`config.mk`:
```
export PLATFORM = sky130hd
export DESIGN_NAME = ff_stuff_ctrl
export DESIGN_NICKNAME = d
export VERILOG_FILES = /design/src/rtl/ff_stuff_ctrl.sv
export SDC_FILE = /design/constraint.sdc
export NUM_CORES = 1
export LEC_CHECK = 0
export CORE_MARGIN = 5
export CORE_UTILIZATION = 55
export DETAILED_ROUTE_END_ITERATION = 6
export GPL_TIMING_DRIVEN = 0
export PLACE_DENSITY = 0.8
export SKIP_LAST_GASP = 1
export SYNTH_ARGS = -nofsm -noshare
export SYNTH_HDL_FRONTEND = slang
export SYNTH_SLANG_ARGS = --single-unit
export TNS_END_PERCENT = 30
```
`constraint.sdc`:
```
create_clock -name clk -period 6.6 [get_ports clk]
set_input_delay 0.66 -clock clk [delete_from_list [all_inputs] [get_ports clk]]
set_output_delay 0.66 -clock clk [all_outputs]
set_load 0.01 [all_outputs]
```
`src/rtl/ff_stuff_ctrl.sv`:
```
// Read-side sequencer: pulls 32-bit words from the entropy FIFO and emits them MSB byte first,
// inserting 0x00 after 0xFF data bytes, with an optional trailing FF D9 EOI marker.
`timescale 1ns/1ps
module ff_stuff_ctrl #(
    parameter bit STUFF_EN = 1'b1,
    parameter bit PREFETCH = 1'b1,
    parameter int CNT_W    = 24
) (
    input  logic             clk,
    input  logic             rst,
    input  logic             fifo_empty,
    output logic             read_req,
    input  logic [31:0]      read_data,
    input  logic             rdata_valid,
    output logic [7:0]       out_byte,
    output logic             out_valid,
    input  logic             out_ready,
    input  logic             eoi_req,
    output logic             eoi_done,
    output logic             busy,
    output logic [CNT_W-1:0] byte_count
);

    typedef enum logic [2:0] {IDLE, EMIT, STUFF, EOI_FF, EOI_D9} state_t;

    state_t             state_q, state_d;
    logic [1:0]         idx_q, idx_d;
    logic [31:0]        hold_q, hold_d;
    logic               hold_vld_q, hold_vld_d;
    logic [31:0]        nxt_q, nxt_d;
    logic               nxt_vld_q, nxt_vld_d;
    logic               outst_q, outst_d;
    logic               eoi_pend_q, eoi_pend_d;
    logic               eoi_done_q, eoi_done_d;
    logic [CNT_W-1:0]   cnt_q, cnt_d;

    logic [7:0] cur_byte;
    logic       accept, stuff_now, capture, slot_free, eoi_blk, word_done;

    always_comb begin
        case (idx_q)
            2'd0:    cur_byte = hold_q[31:24];
            2'd1:    cur_byte = hold_q[23:16];
            2'd2:    cur_byte = hold_q[15:8];
            default: cur_byte = hold_q[7:0];
        endcase
    end

    always_comb begin
        out_valid = (state_q != IDLE);
        case (state_q)
            EMIT:    out_byte = cur_byte;
            EOI_FF:  out_byte = 8'hFF;
            EOI_D9:  out_byte = 8'hD9;
            default: out_byte = 8'h00;
        endcase
    end

    assign accept    = out_valid && out_ready;
    assign stuff_now = STUFF_EN && (cur_byte == 8'hFF);
    assign capture   = rdata_valid && outst_q;
    // Reads stay frozen from the start of the marker until eoi_done has been seen.
    assign eoi_blk   = (state_q == EOI_FF) || (state_q == EOI_D9) || eoi_done_q;
    assign slot_free = PREFETCH ? (!hold_vld_q || !nxt_vld_q)
                                : (state_q == IDLE && !hold_vld_q);
    assign read_req  = !rst && !fifo_empty && !outst_q && slot_free && !eoi_blk;

    assign eoi_done   = eoi_done_q;
    assign byte_count = cnt_q;
    assign busy       = !(state_q == IDLE && !hold_vld_q && !nxt_vld_q && !outst_q);

    always_comb begin
        state_d    = state_q;
        idx_d      = idx_q;
        hold_d     = hold_q;
        hold_vld_d = hold_vld_q;
        nxt_d      = nxt_q;
        nxt_vld_d  = nxt_vld_q;
        outst_d    = outst_q;
        eoi_pend_d = eoi_pend_q;
        eoi_done_d = 1'b0;
        cnt_d      = cnt_q;
        word_done  = 1'b0;

        if (eoi_req) eoi_pend_d = 1'b1;
        if (accept)  cnt_d = cnt_q + CNT_W'(1);

        case (state_q)
            IDLE: begin
                if (hold_vld_q) begin
                    state_d = EMIT;
                    idx_d   = 2'd0;
                end else if (eoi_pend_q && fifo_empty && !outst_q && !nxt_vld_q) begin
                    state_d = EOI_FF;
                end
            end
            EMIT: begin
                if (accept) begin
                    if (stuff_now)           state_d = STUFF;
                    else if (idx_q != 2'd3)  idx_d = idx_q + 2'd1;
                    else                     word_done = 1'b1;
                end
            end
            STUFF: begin
                if (accept) begin
                    if (idx_q != 2'd3) begin
                        state_d = EMIT;
                        idx_d   = idx_q + 2'd1;
                    end else begin
                        word_done = 1'b1;
                    end
                end
            end
            EOI_FF: if (accept) state_d = EOI_D9;
            EOI_D9: begin
                if (accept) begin
                    state_d    = IDLE;
                    eoi_done_d = 1'b1;
                    eoi_pend_d = 1'b0;
                end
            end
            default: state_d = IDLE;
        endcase

        if (word_done) begin
            idx_d = 2'd0;
            if (nxt_vld_q) begin
                hold_d     = nxt_q;
                hold_vld_d = 1'b1;
                nxt_vld_d  = 1'b0;
                state_d    = EMIT;
            end else begin
                hold_vld_d = 1'b0;
                state_d    = IDLE;
            end
        end

        // A returning word goes straight to emission when the hold slot is free,
        // which is what gives the two-cycle read_req to out_valid latency.
        if (capture) begin
            outst_d = 1'b0;
            if (!hold_vld_d && state_d == IDLE) begin
                hold_d     = read_data;
                hold_vld_d = 1'b1;
                state_d    = EMIT;
                idx_d      = 2'd0;
            end else if (!nxt_vld_d) begin
                nxt_d     = read_data;
                nxt_vld_d = 1'b1;
            end
        end

        if (read_req) outst_d = 1'b1;
    end

    always_ff @(posedge clk) begin
        if (rst) begin
            state_q    <= IDLE;
            idx_q      <= 2'd0;
            hold_q     <= 32'd0;
            hold_vld_q <= 1'b0;
            nxt_q      <= 32'd0;
            nxt_vld_q  <= 1'b0;
            outst_q    <= 1'b0;
            eoi_pend_q <= 1'b0;
            eoi_done_q <= 1'b0;
            cnt_q      <= '0;
        end else begin
            state_q    <= state_d;
            idx_q      <= idx_d;
            hold_q     <= hold_d;
            hold_vld_q <= hold_vld_d;
            nxt_q      <= nxt_d;
            nxt_vld_q  <= nxt_vld_d;
            outst_q    <= outst_d;
            eoi_pend_q <= eoi_pend_d;
            eoi_done_q <= eoi_done_d;
            cnt_q      <= cnt_d;
        end
    end

endmodule

```
# After elaboration in Yosys (flattened, before gate mapping)
# Cells that the tools add are included.
# W data, S select, Z words.
[word_totals] register_bits=98 in_bits=38 output_inout_bits=36 word_cells=100
[op_classes] n_addsub=2 eq_ne=8 mux=46 bitwise=3 n_reduce_logical=31
[op_table] cell="$mux W32" count=4
[op_table] cell="$pmux W8 S3" count=2
[op_table] cell="$mux W3" count=11
[op_table] cell="$add A24 B1 Y24 const B" count=1
[op_table] cell="$mux W1" count=18
[op_table] cell="$mux W2" count=8
[op_table] cell="$pmux W3 S5" count=1
[op_table] cell="$logic_and A1 B1 Y1" count=13
[op_table] cell="$eq A8 B8 Y1 const B" count=1
[op_table] cell="$logic_not A1 Y1" count=8
[op_table] cell="$eq A3 B2 Y1 const B" count=2
[op_table] cell="$logic_not A3 Y1" count=2
[op_table] cell="$pmux W2 S3" count=1
[op_table] cell="$eq A3 B1 Y1 const B" count=1
[op_table] cell="$eq A3 B3 Y1 const B" count=1
[op_table] cell="$logic_or A1 B1 Y1" count=3
[op_table] cell="$not A1 Y1" count=3
[op_table] cell="$reduce_and A3 Y1" count=1
[op_table] cell="$reduce_bool A3 Y1" count=1
[op_table] cell="$add A2 B1 Y2 const B" count=1
[op_table] cell="$eq A2 B1 Y1 const B" count=1
[op_table] cell="$eq A2 B2 Y1 const B" count=1
[op_table] cell="$logic_not A2 Y1" count=1
[op_table] cell="$ne A2 B2 Y1 const B" count=1
[op_table] cell="other kinds (3)" count=3

# Depth between registers and ports, before layout
# Gate-level depths: netlist of run 1.
[depth] depth_word=11 depth_mapped=11 ltp_nobuf=8

# Worst setup path after synthesis of run 1
# Ideal clock, no wire load.
[synth_path] kind="input to register" start="in out_ready" end="reg cnt_q[18] (netlist: byte_count[18])" t_arrival_ns=2.169 setup_slack_ns=4.361 cell_stages=7 n_path_buf=1 cell_sequence="clkbuf_1 o311a_1 nand4_1 nor2_1 nand4_1 or3_1 a21oi_1"
[synth_via] elab_chain_len=1
[synth_lines] item="start: declaration" line_no="17" text="input logic out_ready,"
[synth_lines] item="$logic_and A1 B1 Y1" line_no="59" text="assign accept = out_valid && out_ready;"
[synth_lines] item="end signal: assignment" line_no="178" text="cnt_q <= cnt_d;"
[synth_lines] item="end: declaration" line_no="35" text="logic [CNT_W-1:0] cnt_q, cnt_d;"
# No other way between the ends.
# A chain may end at the register's enable or synchronous reset.

# Final worst setup path of run 1
[layout_path] start="reg state_q[0]" end="out out_byte[0]"
[layout_via] elab_chain_len=2 word_cells_on_any_way=4
[layout_lines] item="start: declaration" line_no="26" text="state_t state_q, state_d;"
[layout_lines] item="start signal: assignment" line_no="169" text="state_q <= state_d;"
[layout_lines] item="$eq A3 B3 Y1, or another cell as far along" line_no="51" text="case (state_q)"
[layout_lines] item="$pmux W8 S3 *" line_no="51"
[layout_lines] item="end: declaration" line_no="15" text="output logic [7:0] out_byte,"
# Mark *: on every way between the ends. The rest lies on a longest branch, timed or not.

==> results of run 1 <==
-- worst paths after layout --
kind	start	to	slack, ns
max	state_q[0]	out_byte[0]	3.34
min	nxt_q[11]	nxt_q[11]	0.48
max reg2reg	idx_q[0]	nxt_q[13]	3.97
min reg2reg	nxt_q[11]	nxt_q[11]	0.48
-- Yosys cell counts, types with 2 or more instances --
cell      instances  area (sq um)
dfxtp_1          98          1960
nor2_1           68           255
mux2i_1          65           651
nand2b_1         65           407
a211oi_1         26           195
nand2_1          24          90.1
clkbuf_1         22          82.6
o21ai_0          16          80.1
a21oi_1          10          50.1
buf_6            10           113
xor2_1           10          87.6
a211oi_2          8           100
mux4_2            8           180
nand4_1           8          50.1
or3_1             8          50.1
a31oi_1           7          43.8
nand3_1           7          35.0
nor3_1            6          30.0
xnor2_1           6          52.6
buf_2             5          25.0
and4_1            4          35.0
inv_1             4          15.0
nor2b_1           4          25.0
o21a_1            4          30.0
and2_1            3          18.8
nand3b_1          3          22.5
a21o_1            2          15.0
and3_1            2          12.5
nand2_4           2          22.5
nand4_2           2          25.0
-- cells by family (layout without fill, tap and decap cells) --
group | Yosys count | after routing | synth area share
flops | 98 | 98 | 0.400
buf+inv | 42 | 131 | 0.0495
mux | 73 | 73 | 0.169
fa+ha+maj | 1 | 1 | 0.00255
compound gates | 81 | 81 | 0.125
simple gates | 209 | 209 | 0.224
xor+xnor | 16 | 16 | 0.0286
-- through the flow --
stage	hold WS (ns)	utilization	power [W]	area, sq um
global placement	0.460	0.661	0.000775	5770
floorplan	0.451	-	0.000715	4900
global route	0.507	0.684	0.00120	5960
detailed placement	0.466	0.661	0.000778	5770
finish	0.480	0.684	0.00116	5960
CTS	0.482	0.684	0.00116	5960
-- where the power goes --
part / leakage [nW] / internal (W) / total [W] / switching, W
registers: 0.792 / 0.000607 / 0.000619 / 0.0000118
logic: 1.64 / 0.0000735 / 0.000148 / 0.0000742
clock network: 0.0985 / 0.000164 / 0.000392 / 0.000227
total: 2.53 / 0.000844 / 0.00116 / 0.000313
-- routing by layer --
metal / wire length, um / part of all wire
met2: 5930 / 0.48
met1: 5520 / 0.45
met5: 0 / 0
met4: 192 / 0.016
met3: 591 / 0.048
-- registers in the layout, summed over array words and instances, names as in the netlist --
register    count
state_q         3
nxt_vld_q       1
hold_vld_q      1
eoi_done        1
outst_q         1
eoi_pend_q      1
nxt_q          32
hold_q         32
byte_count     24
idx_q           2
-- worst min-delay path, delay by kind of cell, from the launching register on --
family           cells  cell delay (ns)
DFF                  1             0.32
and+or+nand+nor      1             0.06
muxes                1             0.06
-- area by class of cell --
type / instances / area [sq um] / share of cell area
Timing Repair Buffer: 73 / 731 / 0.123
Clock buffer: 11 / 151 / 0.0254
Clock inverter: 5 / 45.0 / 0.00755
Sequential cell: 98 / 1960 / 0.329
Tap cell: 108 / 135 / 0.0227
Inverter: 4 / 15.0 / 0.00252
Buffer: 38 / 228 / 0.0382
Multi-Input combinational cell: 380 / 2700 / 0.452
==> results.txt, run 1 <==
----------------------------------------------------
[Outcome]
  Outcome ... completed

[Drt]
  Total length of routed wires ... 12200 um
  Via total after detailed routing ... 4069
  Drt wl/cell ... 17.1 um
  Via density per instance ... 5.68
  Remaining antenna violation count ... 0
  Initial DRC count ... 196
  DR pass1 iterations ... 5
  Total DRC errors in the routed layout ... 0

[Setup path]
  R2R cell count ... 10
  Worst Setup Path Type ... reg2out
  Number of gates on the worst path with buffers counted ... 7
  Launching element type of the critical path ... flop
  Crit path top cell by count ... clkbuf_1
  Cell-by-cell listing of the critical path ... clkbuf_1, inv_1, nor2_1, clkbuf_1, o21ai_0, nand2_1, clkdlybuf4s50_1
  Largest driver fanout on the critical path ... 10
  Worst EP arrival ... 2.60 ns
  Cell with the largest stage delay on the worst path ... clkdlybuf4s50_1
  Crit end category ... output pin
  Buffering stage count on the worst path with inverters included ... 4
  Worst Path Required ... 5.94 ns
  Crit-path max cell delay ... 0.53 ns
  Cell type group with the largest total delay on the critical path ... buffers and inverters

[Cells and area]
  # fillers ... 707
  Commonest non-fill, non-tap cells in the layout ... dfxtp_1 (98), clkdlybuf4s50_1 (73), nor2_1 (68)
  Commonest non-fill, non-tap cell in the layout ... dfxtp_1
  Non-filler instance count after layout ... 717
  Fraction of layout instances using a drive strength above 1 ... 0.0920
  Synthesis-to-finish area growth ... 21.7%
  Antenna cells ... 0
  Post-layout net count ... 643

[CTS]
  Clock buffers created by TritonCTS ... 9
  Post-CTS Setup Inserts ... 0
  Total clock sinks ... 98
  Hold-fix buffers at CTS ... 0
  Number of cells upsized or downsized after cts ... 0
  Root Buffer Master ... clkbuf_8
  H-tree lvl count ... 3
  Clock latency on the worst-skew pair ... 0.37 ns
  Clock-pin transition on the worst setup and hold timing paths ... 0.10 ns
  Clock tree from TritonCTS ... yes
  Clock tree buffer depth ... 2

[GRT]
  Busiest layer in global routing ... met2
  Routing usage on met2 ... 0.373
  Number of antenna violations at the first check in global routing ... 0
  Global-route track usage on met1 ... 0.303
  Total global-route track usage ... 0.227
  Congestion Overflow GR ... 0
  Met3 capacity usage during global routing ... 0.0497
  Number of global-route vias before repair ... 4037
  Maximum number of pins on one net before global-route repair ... 18
  Global-route wire length before repair ... 20400 um

[Flow run]
  Number of violations of the max-capacitance limit ... 0

[Synth]
  Most used flip-flop cell after synthesis ... dfxtp_1
  Mapped Nets ... 559
  Asr flop ratio synth ... 0
  Post-synth EDFFs ... 0
  Synth warnings ... 0
  Synthesized cell area ... 4900 sq um
  Proportion of synthesized chip area in sequential cells ... 0.400
  Avg Synthesized Cell Area ... 9.43 sq um
  Count of distinct cell types in the synthesized netlist ... 43
  Syn Inst Count ... 520
  Synth Register Bits ... 98

[Die]
  Core region area ... 8720 sq um
  Die outline width ... 104 um
  Std-Cell Rows ... 34
  Starting utilization of the core area ... 0.562
  I/O Pins ... 74
  Die height ... 104 um
  Die area ... 10900 sq um

[STA]
  Fmax achieved ... 307 MHz
  Clock skew ... 0.0155 ns
  Final Hold Fails ... 0
  Period Utilization, post-route ... 0.493
  Total Negative Setup Slacks ... 0 ns
  Worst Slack Setup Final ... 3.34 ns
  Worst slew slack as a fraction of its limit ... 0.505
  Fin crit period ... 3.26 ns
  Number of setup violations in the final report ... 0
  Setup repair after global routing missed its margin ... false
  Worst slew pin tran ... 0.742 ns
  Number of max-slew violations in the final report ... 0

[Pwr]
  Total leakage power ... 2.53 nW
  Pwr/cell area ... 194 nW/um^2
  Largest vdd supply drop ... 132 uV

[Worst hold path]
  Hold depth ... 2
  HP Class ... reg2reg

[Place]
  # port buffers ... 73
  HPWL Detailed ... 9170 um
  Cell total after placement ... 701
  Final weighted congestion of routability-driven global placement ... 0.929
  Pre-CTS WS ... 3.47 ns

----------------------------------------------------
Power figures use the tool's default switching activity.
==> inputs of run 2 (changes only) <==
--- a/config.mk
+++ b/config.mk
@@ -6,10 +6,10 @@
 export NUM_CORES = 1
 export LEC_CHECK = 0
 export CORE_MARGIN = 5
-export CORE_UTILIZATION = 55
+export CORE_UTILIZATION = 54
 export DETAILED_ROUTE_END_ITERATION = 6
 export GPL_TIMING_DRIVEN = 0
-export PLACE_DENSITY = 0.8
+export PLACE_DENSITY = 0.79
 export SKIP_LAST_GASP = 1
 export SYNTH_ARGS = -nofsm -noshare
 export SYNTH_HDL_FRONTEND = slang
==> constraint.sdc (replaced) <==
create_clock -name clk -period 3.4 [get_ports clk]
set_input_delay 0.34 -clock clk [delete_from_list [all_inputs] [get_ports clk]]
set_output_delay 0.34 -clock clk [all_outputs]
set_load 0.01 [all_outputs]
==> results.txt, run 2 (synthesis gave the netlist of run 1 again) <==
----------------------------------------------------
[Drt]
  Via density per instance ... 5.65 (-0.43%)
  DR pass1 iterations ... 4 (-1)
  Via total after detailed routing ... 4046 (-0.57%)
  Remaining antenna violation count ... 0 (unchanged)
  Total length of routed wires ... 12200 um (-0.32%)
  Total DRC errors in the routed layout ... 0 (unchanged)
  Initial DRC count ... 173 (-12%)
  Drt wl/cell ... 17.0 um (-0.18%)

[Setup path]
  R2R cell count ... 10 (unchanged)
  Worst Path Required ... 3.06 ns (-2.88 ns)
  Register-to-register setup slack ... 0.79 ns (-3.18 ns)
  Worst Setup Path Type ... reg2out
  Worst EP arrival ... 2.56 ns (-0.04 ns)
  R2R Path End ... nxt_q[28]
  CP endpoint ... out_byte[0]
  Worst Setup SP ... state_q[0]
  Crit end category ... output pin
  Launching element type of the critical path ... flop
  R2r startpoint ... idx_q[0]
  Largest driver fanout on the critical path ... 10 (unchanged)

[STA]
  Fin crit period ... 2.90 ns
  Worst slew pin tran ... 0.680 ns (-0.0624 ns)
  Setup repair after global routing missed its margin ... false
  Period Utilization, post-route ... 0.853
  Worst slew slack as a fraction of its limit ... 0.547 (+0.0416)
  Total Negative Setup Slacks ... 0 ns (unchanged)
  Clock skew ... 0.0114 ns (-0.00405 ns)
  Final Hold Fails ... 0 (unchanged)
  Fmax achieved ... 345 MHz
  Number of setup violations in the final report ... 0 (unchanged)
  Number of max-slew violations in the final report ... 0 (unchanged)

[Die]
  Std-Cell Rows ... 34 (unchanged)
  I/O Pins ... 74 (unchanged)
  Core region area ... 8810 sq um (+0.98%)
  Starting utilization of the core area ... 0.557 (-0.00543)
  Die height ... 105 um (+0.83%)
  Die area ... 11100 sq um (+1.7%)
  Die outline width ... 105 um (+0.83%)

[CTS]
  Number of cells upsized or downsized after cts ... 0 (unchanged)
  Hold-fix buffers at CTS ... 0 (unchanged)
  Root Buffer Master ... clkbuf_8
  Clock tree buffer depth ... 2 (unchanged)
  Clock buffers created by TritonCTS ... 9 (unchanged)
  Clock tree from TritonCTS ... yes
  Clock-pin transition on the worst setup and hold timing paths ... 0.09 ns (about the same)
  Clock latency on the worst-skew pair ... 0.36 ns (about the same)
  H-tree lvl count ... 3 (unchanged)
  Post-CTS Setup Inserts ... 0 (unchanged)
  Total clock sinks ... 98 (unchanged)

[Cells and area]
  Commonest non-fill, non-tap cells in the layout ... dfxtp_1 (98), clkdlybuf4s50_1 (73), nor2_1 (68)
  Post-layout net count ... 643 (unchanged)
  Commonest non-fill, non-tap cell in the layout ... dfxtp_1
  Non-filler instance count after layout ... 716 (-0.14%)
  Synthesis-to-finish area growth ... 21.7% (about the same)
  Antenna cells ... 0 (unchanged)
  Fraction of layout instances using a drive strength above 1 ... 0.0905 (-0.00149)

[Pwr]
  Power Total ... 0.00226 W (+95%)
  Total leakage power ... 2.53 nW (-0.14%)
  Largest vdd supply drop ... 257 uV (+94%)
  Pwr/cell area ... 379 nW/um^2 (+95%)

[GRT]
  Number of antenna violations at the first check in global routing ... 0 (unchanged)
  Global-route wire length before repair ... 20100 um (-1.4%)
  Number of global-route vias before repair ... 4034 (-0.074%)
  Maximum number of pins on one net before global-route repair ... 17 (-1)
  Congestion Overflow GR ... 0 (unchanged)
  Total global-route track usage ... 0.222 (-0.00527)

[Place]
  Final weighted congestion of routability-driven global placement ... 0.932 (+0.39%)
  # port buffers ... 73 (unchanged)
  HPWL Detailed ... 9270 um (+1.1%)
  Cell total after placement ... 701 (unchanged)

[Outcome]
  Outcome ... completed

[Worst hold path]
  HP Class ... reg2reg

[Flow run]
  Number of violations of the max-capacitance limit ... 0 (unchanged)

----------------------------------------------------
==> run 2: metrics by stage <==
step,worst slack (ns),hold WS (ns),utilization,instance area (sq um)
after floorplan,1.20,0.451,-,4900
after global placement,0.636,0.460,0.655,5770
after detailed placement,0.596,0.466,0.655,5770
after CTS,0.562,0.481,0.678,5970
after global routing,0.366,0.505,0.678,5970
final,0.501,0.479,0.678,5970
==> run 2: worst min path at each step <==
stage | to | start | cells after the start
final | nxt_q[11] | nxt_q[11] | 2
after global routing | nxt_q[5] | nxt_q[5] | 2
after CTS | nxt_q[11] | nxt_q[11] | 2
after detailed placement | nxt_q[11] | nxt_q[11] | 2
after global placement | nxt_q[22] | nxt_q[22] | 2
after floorplan | nxt_q[10] | nxt_q[10] | 2
==> run 2: critical path, stage by stage, from the launching register on <==
cell             delay (ns)
dfxtp_1                0.35
clkbuf_1               0.33
inv_1                  0.13
nor2_1                 0.15
clkbuf_1               0.33
o21ai_0                0.25
nand2_1                0.12
clkdlybuf4s50_1        0.54
==> run 2: report_power, final <==
part	internal, W	leakage, nW	switching, W
Combinational	0.000143	1.64	0.000142
Sequential	0.00118	0.792	0.0000227
Clock	0.000361	0.0950	0.000416
Total	0.00168	2.53	0.000581
==> run 2: cell type report <==
class / count / area [sq um]
Buffer: 38 / 228
Clock buffer: 10 / 138
Clock inverter: 5 / 62.6
Fill cell: 715 / 2840
Inverter: 4 / 15.0
Multi-Input combinational cell: 380 / 2700
Sequential cell: 98 / 1960
Tap cell: 108 / 135
Timing Repair Buffer: 73 / 731
==> run 2: per-layer routing <==
layer	global-route usage	vias to the layer above	part of all wire
met4	0.0609	0	0.015
li1	-	2010	-
met5	0	-	0
met2	0.383	97	0.50
met1	0.289	1922	0.44
met3	0.0342	17	0.048
